`src/rtl/lockstep_dly_line.sv`:
```
// Fixed-depth register chain with synchronous clear, used to skew one copy
// of a redundant stage so it lines up with its shadow.
module lockstep_dly_line #(
  parameter int WIDTH = 8,
  parameter int DEPTH = 1
) (
  input  logic             clk_i,
  input  logic             rst_i,
  input  logic [WIDTH-1:0] din_i,
  output logic [WIDTH-1:0] dout_o
);

  logic [WIDTH-1:0] stage_q [DEPTH];

  // Shift every cycle; there is deliberately no enable so the skew is fixed.
  always_ff @(posedge clk_i) begin
    if (rst_i) begin
      for (int i = 0; i < DEPTH; i++) begin
        stage_q[i] <= {WIDTH{1'b0}};
      end
    end else begin
      stage_q[0] <= din_i;
      for (int i = 1; i < DEPTH; i++) begin
        stage_q[i] <= stage_q[i-1];
      end
    end
  end

  assign dout_o = stage_q[DEPTH-1];

endmodule

```
`config.mk`:
```
export PLATFORM = sky130hd
export DESIGN_NAME = lockstep_dly_line
export DESIGN_NICKNAME = d
export VERILOG_FILES = /design/src/rtl/lockstep_dly_line.sv
export SDC_FILE = /design/constraint.sdc
export NUM_CORES = 1
export LEC_CHECK = 0
export BUFFER_PORTS_ARGS = -buffer_cell sky130_fd_sc_hd__buf_4
export CORE_AREA = 5 5 42 44
export CTS_CLUSTER_DIAMETER = 80
export DETAILED_ROUTE_END_ITERATION = 7
export DIE_AREA = 0 0 47 49
export PLACE_DENSITY_LB_ADDON = 0.12
export SYNTH_ARGS = -nofsm -noshare
export SYNTH_HDL_FRONTEND = slang
export SYNTH_SLANG_ARGS = --single-unit
```
`constraint.sdc`:
```
create_clock -name clk_i -period 0.8 [get_ports clk_i]
set_input_delay 0.08 -clock clk_i [delete_from_list [all_inputs] [get_ports clk_i]]
set_output_delay 0.08 -clock clk_i [all_outputs]
set_load 0.02 [all_outputs]
```
==> results.txt, run 1 <==
* Result of the run: finished, final reports clean
- CTS buffer count: 3
- Power, Total: 0.000823 W
- In this run switching power makes up approximately 21% of total power.
* Dominant synthesized flop cell: sky130_fd_sc_hd__dfxtp_1
- Die outline height: between 40 and 50 µm
- Setup repair after global routing left no endpoint under its margin.
- Starting density of the core: 15.0%
- After synthesis the netlist holds a flip-flop and latch count of 8.
* Fill cell instance count of the final layout: roughly 170
- Net count after synthesis: 26
- Min-Delay Path Class: in -> reg
* Buffer count from post-CTS setup fixing: 0
- The via count of the first global-routing pass was 166.
- WL/cell: ~9.0 µm
- Global-route wire length before repair: 634 µm
- Peak supply drop: between 0.8 and 0.9 mV
- X dimension of the die: 47 µm
- In this run, flip-flops and latches consume 51.8% of the power.
- Pin placement for this block handled 18 I/O pins.
- All-layer global routing usage: around 4.6%
* Detailed-route vias per instance: 3.31
- Largest net degree at the start of global routing: 9
- Yosys printed 0 warnings.
- The commonest cells after synthesis are 8 x sky130_fd_sc_hd__dfxtp_1, 8 x sky130_fd_sc_hd__nor2b_1.
- Final global-route overflow total: 0
* Count of final hold-check violations: 0
- The first detailed-routing pass ran for 2 iterations.
- For this run, design rule violations remaining after detail routing come to 0.
- Synthesized instance count: 16
- Setup_tns: 0 ps
* Antenna fix cells: 0
- Registers with the most flip-flops: stage_q: 8 flops
- The initialized floorplan defines 14 standard-cell rows.
* Number of antenna-violating nets in the routed design: 0
- The number of max-slew violations in the final report came to 0.
- Endpoint arrival time on the critical path: 690 ps
* Area Overhead vs Synth: 81.0%
- Summed over all cells, the static leakage comes to about 0.18 nW.
- Timing-limited maximum frequency: 1.31 GHz
- Along the worst path, the maximum fanout reaches 1.
- In this run the tightest slew margin relative to its limit is 94.2%.
- Grouping stages by cell kind, the critical path spends the most delay in flip-flops.
- Die area: 2300 µm²
- Post-layout nets: 48
* CTS Buffer Depth: 2
* PD cells: 2160 nW/µm²
* Max stage delay on crit path: 290 ps
* Cell Int Power: 0.000654 W
* Syn Std Cell Area: 210 µm²
- Of the total power, the clock network draws roughly a third.
* Max-Cap Viols: 0
* Largest reg by FF count: stage_q
- The critical path starts at stage_q[0][5].
- Clock-pin slew was measured on the worst setup and hold paths at 50 ps.
* Flip-flop count of the largest register after layout: 8
- Clock Sinks: 8
- Proportion of layout cells with a drive suffix above 1: 55.6%
* Critical path startpoint category: register
- Cts-stage hold buffer count: 0
* Std-Cell Core Area: between 1000 and 1500 µm²
- Yosys cell types: 2
- The analysis attributes to net switching a power of 0.000169 W.
* Count of input and output buffers: 17
- RePlAce Congestion: 0.527
- The biggest area contributor in the post-synthesis netlist is sky130_fd_sc_hd__dfxtp_1.
- Capturing element type of the critical path: output port
- CTS built an H-tree with a depth of 1.
- Counting flops with a built-in enable in the synthesized netlist gives 0.
- TritonCTS built the clock tree.
- Actual transition at the worst max-transition pin: 86.2 ps
* Largest cells by area after synthesis: sky130_fd_sc_hd__dfxtp_1 76%, sky130_fd_sc_hd__nor2b_1 24%
- Initial antenna violation count: 0
- Cell depth of the worst hold path: 2
* Final critical-path required period: about 770 ps
* Drt initial violations: 2
- By startpoint and endpoint, the worst setup path is classified as reg -> out.
- Across all layers, the routed design uses 172 vias.
- Crit path to: dout_o[5]
- Of the available clock period, the critical path in the final layout requires 95.7%.
- Root Buffer: sky130_fd_sc_hd__clkbuf_4
* Final number of setup-violating endpoints: 0
* Total length of routed wires: between 400 and 500 µm
- Gates resized during post-CTS repair numbered 0.
- Levels on crit path: 1
- In this run the biggest area consumer among cell types represents 76.2% of the synthesized area.
- Traced cell by cell, the critical path runs through buf_4.
* Required time reported for the critical path endpoint: 720 ps
- Among all stages on the critical path, the largest delay is contributed by sky130_fd_sc_hd__dfxtp_1.
- Average size of a mapped cell: 13.1 µm²
- The share of the Yosys chip area taken by registers is 76.2%.
* Buffer and inverter count on the worst path: 1
- Async set-or-reset flop fraction in the synthesized netlist: 0%
* Gate power share: 13.4%
area by class of cell:
| class | instances | area [µm²] | area share [%] |
|---|---|---|---|
| multi-input combinational | 8 | 50.0 | 13.2 |
| tap | 16 | 20.0 | 5.26 |
| timing repair buffer | 17 | 128 | 33.6 |
| sequential | 8 | 160 | 42.1 |
| clock buffer | 3 | 22.5 | 5.92 |
power by group through the flow:
stage,registers [W],clock network [W],logic [W]
3_3_place_gp,0.000434,0,0.000111
2_1_floorplan,0.000462,0,0.0000132
6_report,0.000426,0.000286,0.000111
5_1_grt,0.000426,0.000322,0.000118
4_1_cts,0.000426,0.000300,0.000113
3_5_place_dp,0.000435,0,0.000113
metrics by stage:
step	hold slack, ps	setup slack [ps]	std cells	area [µm²]	utilization, %
after CTS	35.1	20.8	52	380	27.1
after global routing	30.3	1.18	52	380	27.1
after global placement	289	296	49	358	25.5
final	42.6	34.4	52	380	27.1
after floorplan	152	325	16	210	-
after detailed placement	295	289	49	358	25.5
layout by cell type, fill, tap and decap left out:
cell type | synthesis | routed
sky130_fd_sc_hd__nor2b_1 | 8 | 8
sky130_fd_sc_hd__buf_4 | 0 | 17
sky130_fd_sc_hd__dfxtp_1 | 8 | 8
sky130_fd_sc_hd__clkbuf_4 | 0 | 3
per-layer routing:
metal / up-vias / GRT usage (%) / part of all wire, % / wire length, µm
li1: 88 / - / - / -
met1: 73 / 2.22 / 26 / 121
met2: 11 / 7.69 / 57 / 270
met3: 0 / 7.75 / 17 / 78
met4: 0 / 0 / 0 / 0
met5: - / 0 / 0 / 0
worst min-delay path by stage:
stage / start / end / slack, ps
after floorplan: rst_i / stage_q[0][0] / 150
after global placement: din_i[3] / stage_q[0][3] / 290
after detailed placement: din_i[7] / stage_q[0][7] / 290
after CTS: din_i[7] / stage_q[0][7] / 40
after global routing: din_i[7] / stage_q[0][7] / 30
final: din_i[7] / stage_q[0][7] / 40
logic make-up (layout without fill, tap and decap cells):
family	Yosys count	in the layout	share of synthesized area, %
AND/OR/NAND/NOR	8	8	23.8
buffers and inverters	0	20	0
flip-flops	8	8	76.2
(Power assumes the default switching activity.)
==> run 2, diff against run 1 <==
Settings changed: CTS_BUF_LIST set to sky130_fd_sc_hd__clkbuf_8.
==> run 2 against run 1 <==
Effect of this change:
- global-route usage is 0.21 points lower
- worst hold slack better by 24 ps
- fmax up 3.6%
- wire length is 1.5% higher
- sequential power barely moved
- die area is the same
- cell count unchanged
- sequential share of layout area is 2.0 points lower
- critical path type unchanged
- critical endpoint unchanged
- largest power group is now the clock network
==> results.txt, run 2 (synthesized netlist as in run 1, its figures left out) <==
- Number of antenna-violating nets in the routed design: 0
* Final global-route overflow total: 0
- Starting density of the core: 15.0%
* Proportion of layout cells with a drive suffix above 1: 55.6%
* Core Util, Final: 28.5%
- Clock Sinks: 8
- Count of instances resized after the clock tree is built: 0
- The run finished with clean final reports.
- STA classifies the critical path startpoint as a register.
* Required time reported for the critical path endpoint: 720 ps
* Reported leakage power: 0.190 nW
- The floorplan step set the die height to 49 µm.
* RePlAce Congestion: roughly 0.53
* Antenna fix cells: 0
- Max stage delay on crit path: 290 ps
- Drt initial violations: 1
- WL/cell: a little over 9 µm
- After layout, the worst path uses 92.4% of the clock period.
- Largest reg by FF count: stage_q
- In this design, the largest share of critical-path delay is due to flip-flops.
- Power, Total: approximately 0.001 W
- Initial antenna violation count: 0
* Detailed-routing iteration count for the pre-antenna-repair pass: 2
* Remaining DRCs: 0
- Commonest non-fill, non-tap cells in the layout: 17 x sky130_fd_sc_hd__buf_4, 8 x sky130_fd_sc_hd__nor2b_1, 8 x sky130_fd_sc_hd__dfxtp_1
- CTS Buffer Depth: 2
- The library cell used most frequently in the layout, excluding fill and tap cells, is sky130_fd_sc_hd__buf_4.
- Across the run, the number of max-cap violations was 0.
* Clk slew on worst S/H paths: 40 ps
* Critical-path top delay cell: sky130_fd_sc_hd__dfxtp_1
- The count of buffers added on input and output ports is 17.
* Routed vias: 173
* Post-route cell area: 399 µm²
* Cts-stage hold buffer count: 0
- Buffer and inverter count on the worst path: 1
* Capturing element type of the critical path: output port
- Final number of setup-violating endpoints: 0
* Worst-path maximum fanout: 1
* Total length of routed wires: about 480 µm
* CTS tree: done
- Placement row count: 14
- Slew Limit Fails: 0
* Registers with the most flip-flops: stage_q: 8 flops
- Std-Cell Core Area: roughly 1400 µm²
- Die area: between 2000 and 2500 µm²
- VDD sags by at most 1.30 mV.
- Area Overhead vs Synth: 89.9%
- Depth of the CTS H-tree: 1
* Count of final hold-check violations: 0
* Post-layout nets: between 40 and 50
* Timing-limited maximum frequency: 1.35 GHz
* Actual transition at the worst max-transition pin: 86.2 ps
- Worst max-slew margin expressed relative to the limit: between 90 and 100%
- Start-to-end type of the worst setup path: reg -> out
- All-layer global routing usage: between 4 and 5%
- The register with the most flip-flops in the layout has 8 of them.
- Final critical-path required period: ~740 ps
- Setup_tns: 0 ps
- PD cells: 2500 nW/µm²
- STA puts the critical path data arrival time at 660 ps.
- The via count of the first global-routing pass was 166.
* I/O pin count: 18
- CTS buffer count: 3
* X dimension of the die: 47 µm
- After detailed routing, the number of vias per cell comes to 3.33.
* RSZ-0062 raised after global routing: false
- Largest net degree at the start of global routing: 9
* Global-route wire length before repair: 627 µm
- Root Buffer: sky130_fd_sc_hd__clkbuf_8
* Buffer count from post-CTS setup fixing: 0
* Post-place instance area: 358 µm²
* Min-Delay Path Class: in -> reg
* Cell Chain, Critical Path: buf_4
- Fill cell instance count of the final layout: 167
## run 2: cell counts in the layout (fill, tap and decap cells not counted)
Identical to the previous run, type by type.
## run 2: cell type report
type | instances | area (µm²) | area share (%)
Clock buffer | 3 | 41.3 | 10.3
Multi-Input combinational cell | 8 | 50.0 | 12.5
Sequential cell | 8 | 160 | 40.1
Tap cell | 16 | 20.0 | 5.02
Timing Repair Buffer | 17 | 128 | 32.0
## run 2: metal layers
| layer | part of all wire [%] | track usage [%] | vias up |
|---|---|---|---|
| met3 | 16 | 6.64 | 0 |
| met5 | 0 | 0 | - |
| met2 | 56 | 7.69 | 11 |
| li1 | - | - | 88 |
| met4 | 0 | 0 | 0 |
| met1 | 27 | 2.22 | 74 |
## run 2: stage by stage
step,worst slack (ps),hold slack (ps),instances
after global routing,43.2,67.8,52
after detailed placement,289,295,49
after global placement,296,289,49
after floorplan,325,152,16
final,61.0,66.5,52
after CTS,52.2,63.6,52
## run 2: worst paths after layout
check                  endpoint          start  slack (ps)  cells after the start
setup / recovery      dout_o[5]  stage_q[0][5]          60                      1
hold / removal    stage_q[0][7]       din_i[7]          70                      2
## run 2: report_power, final
part / switching [W] / total (W) / internal [W]
Sequential: 0.00000522 / 0.000428 / 0.000423
Clock: 0.000134 / 0.000458 / 0.000324
Combinational: 0.0000476 / 0.000111 / 0.0000630
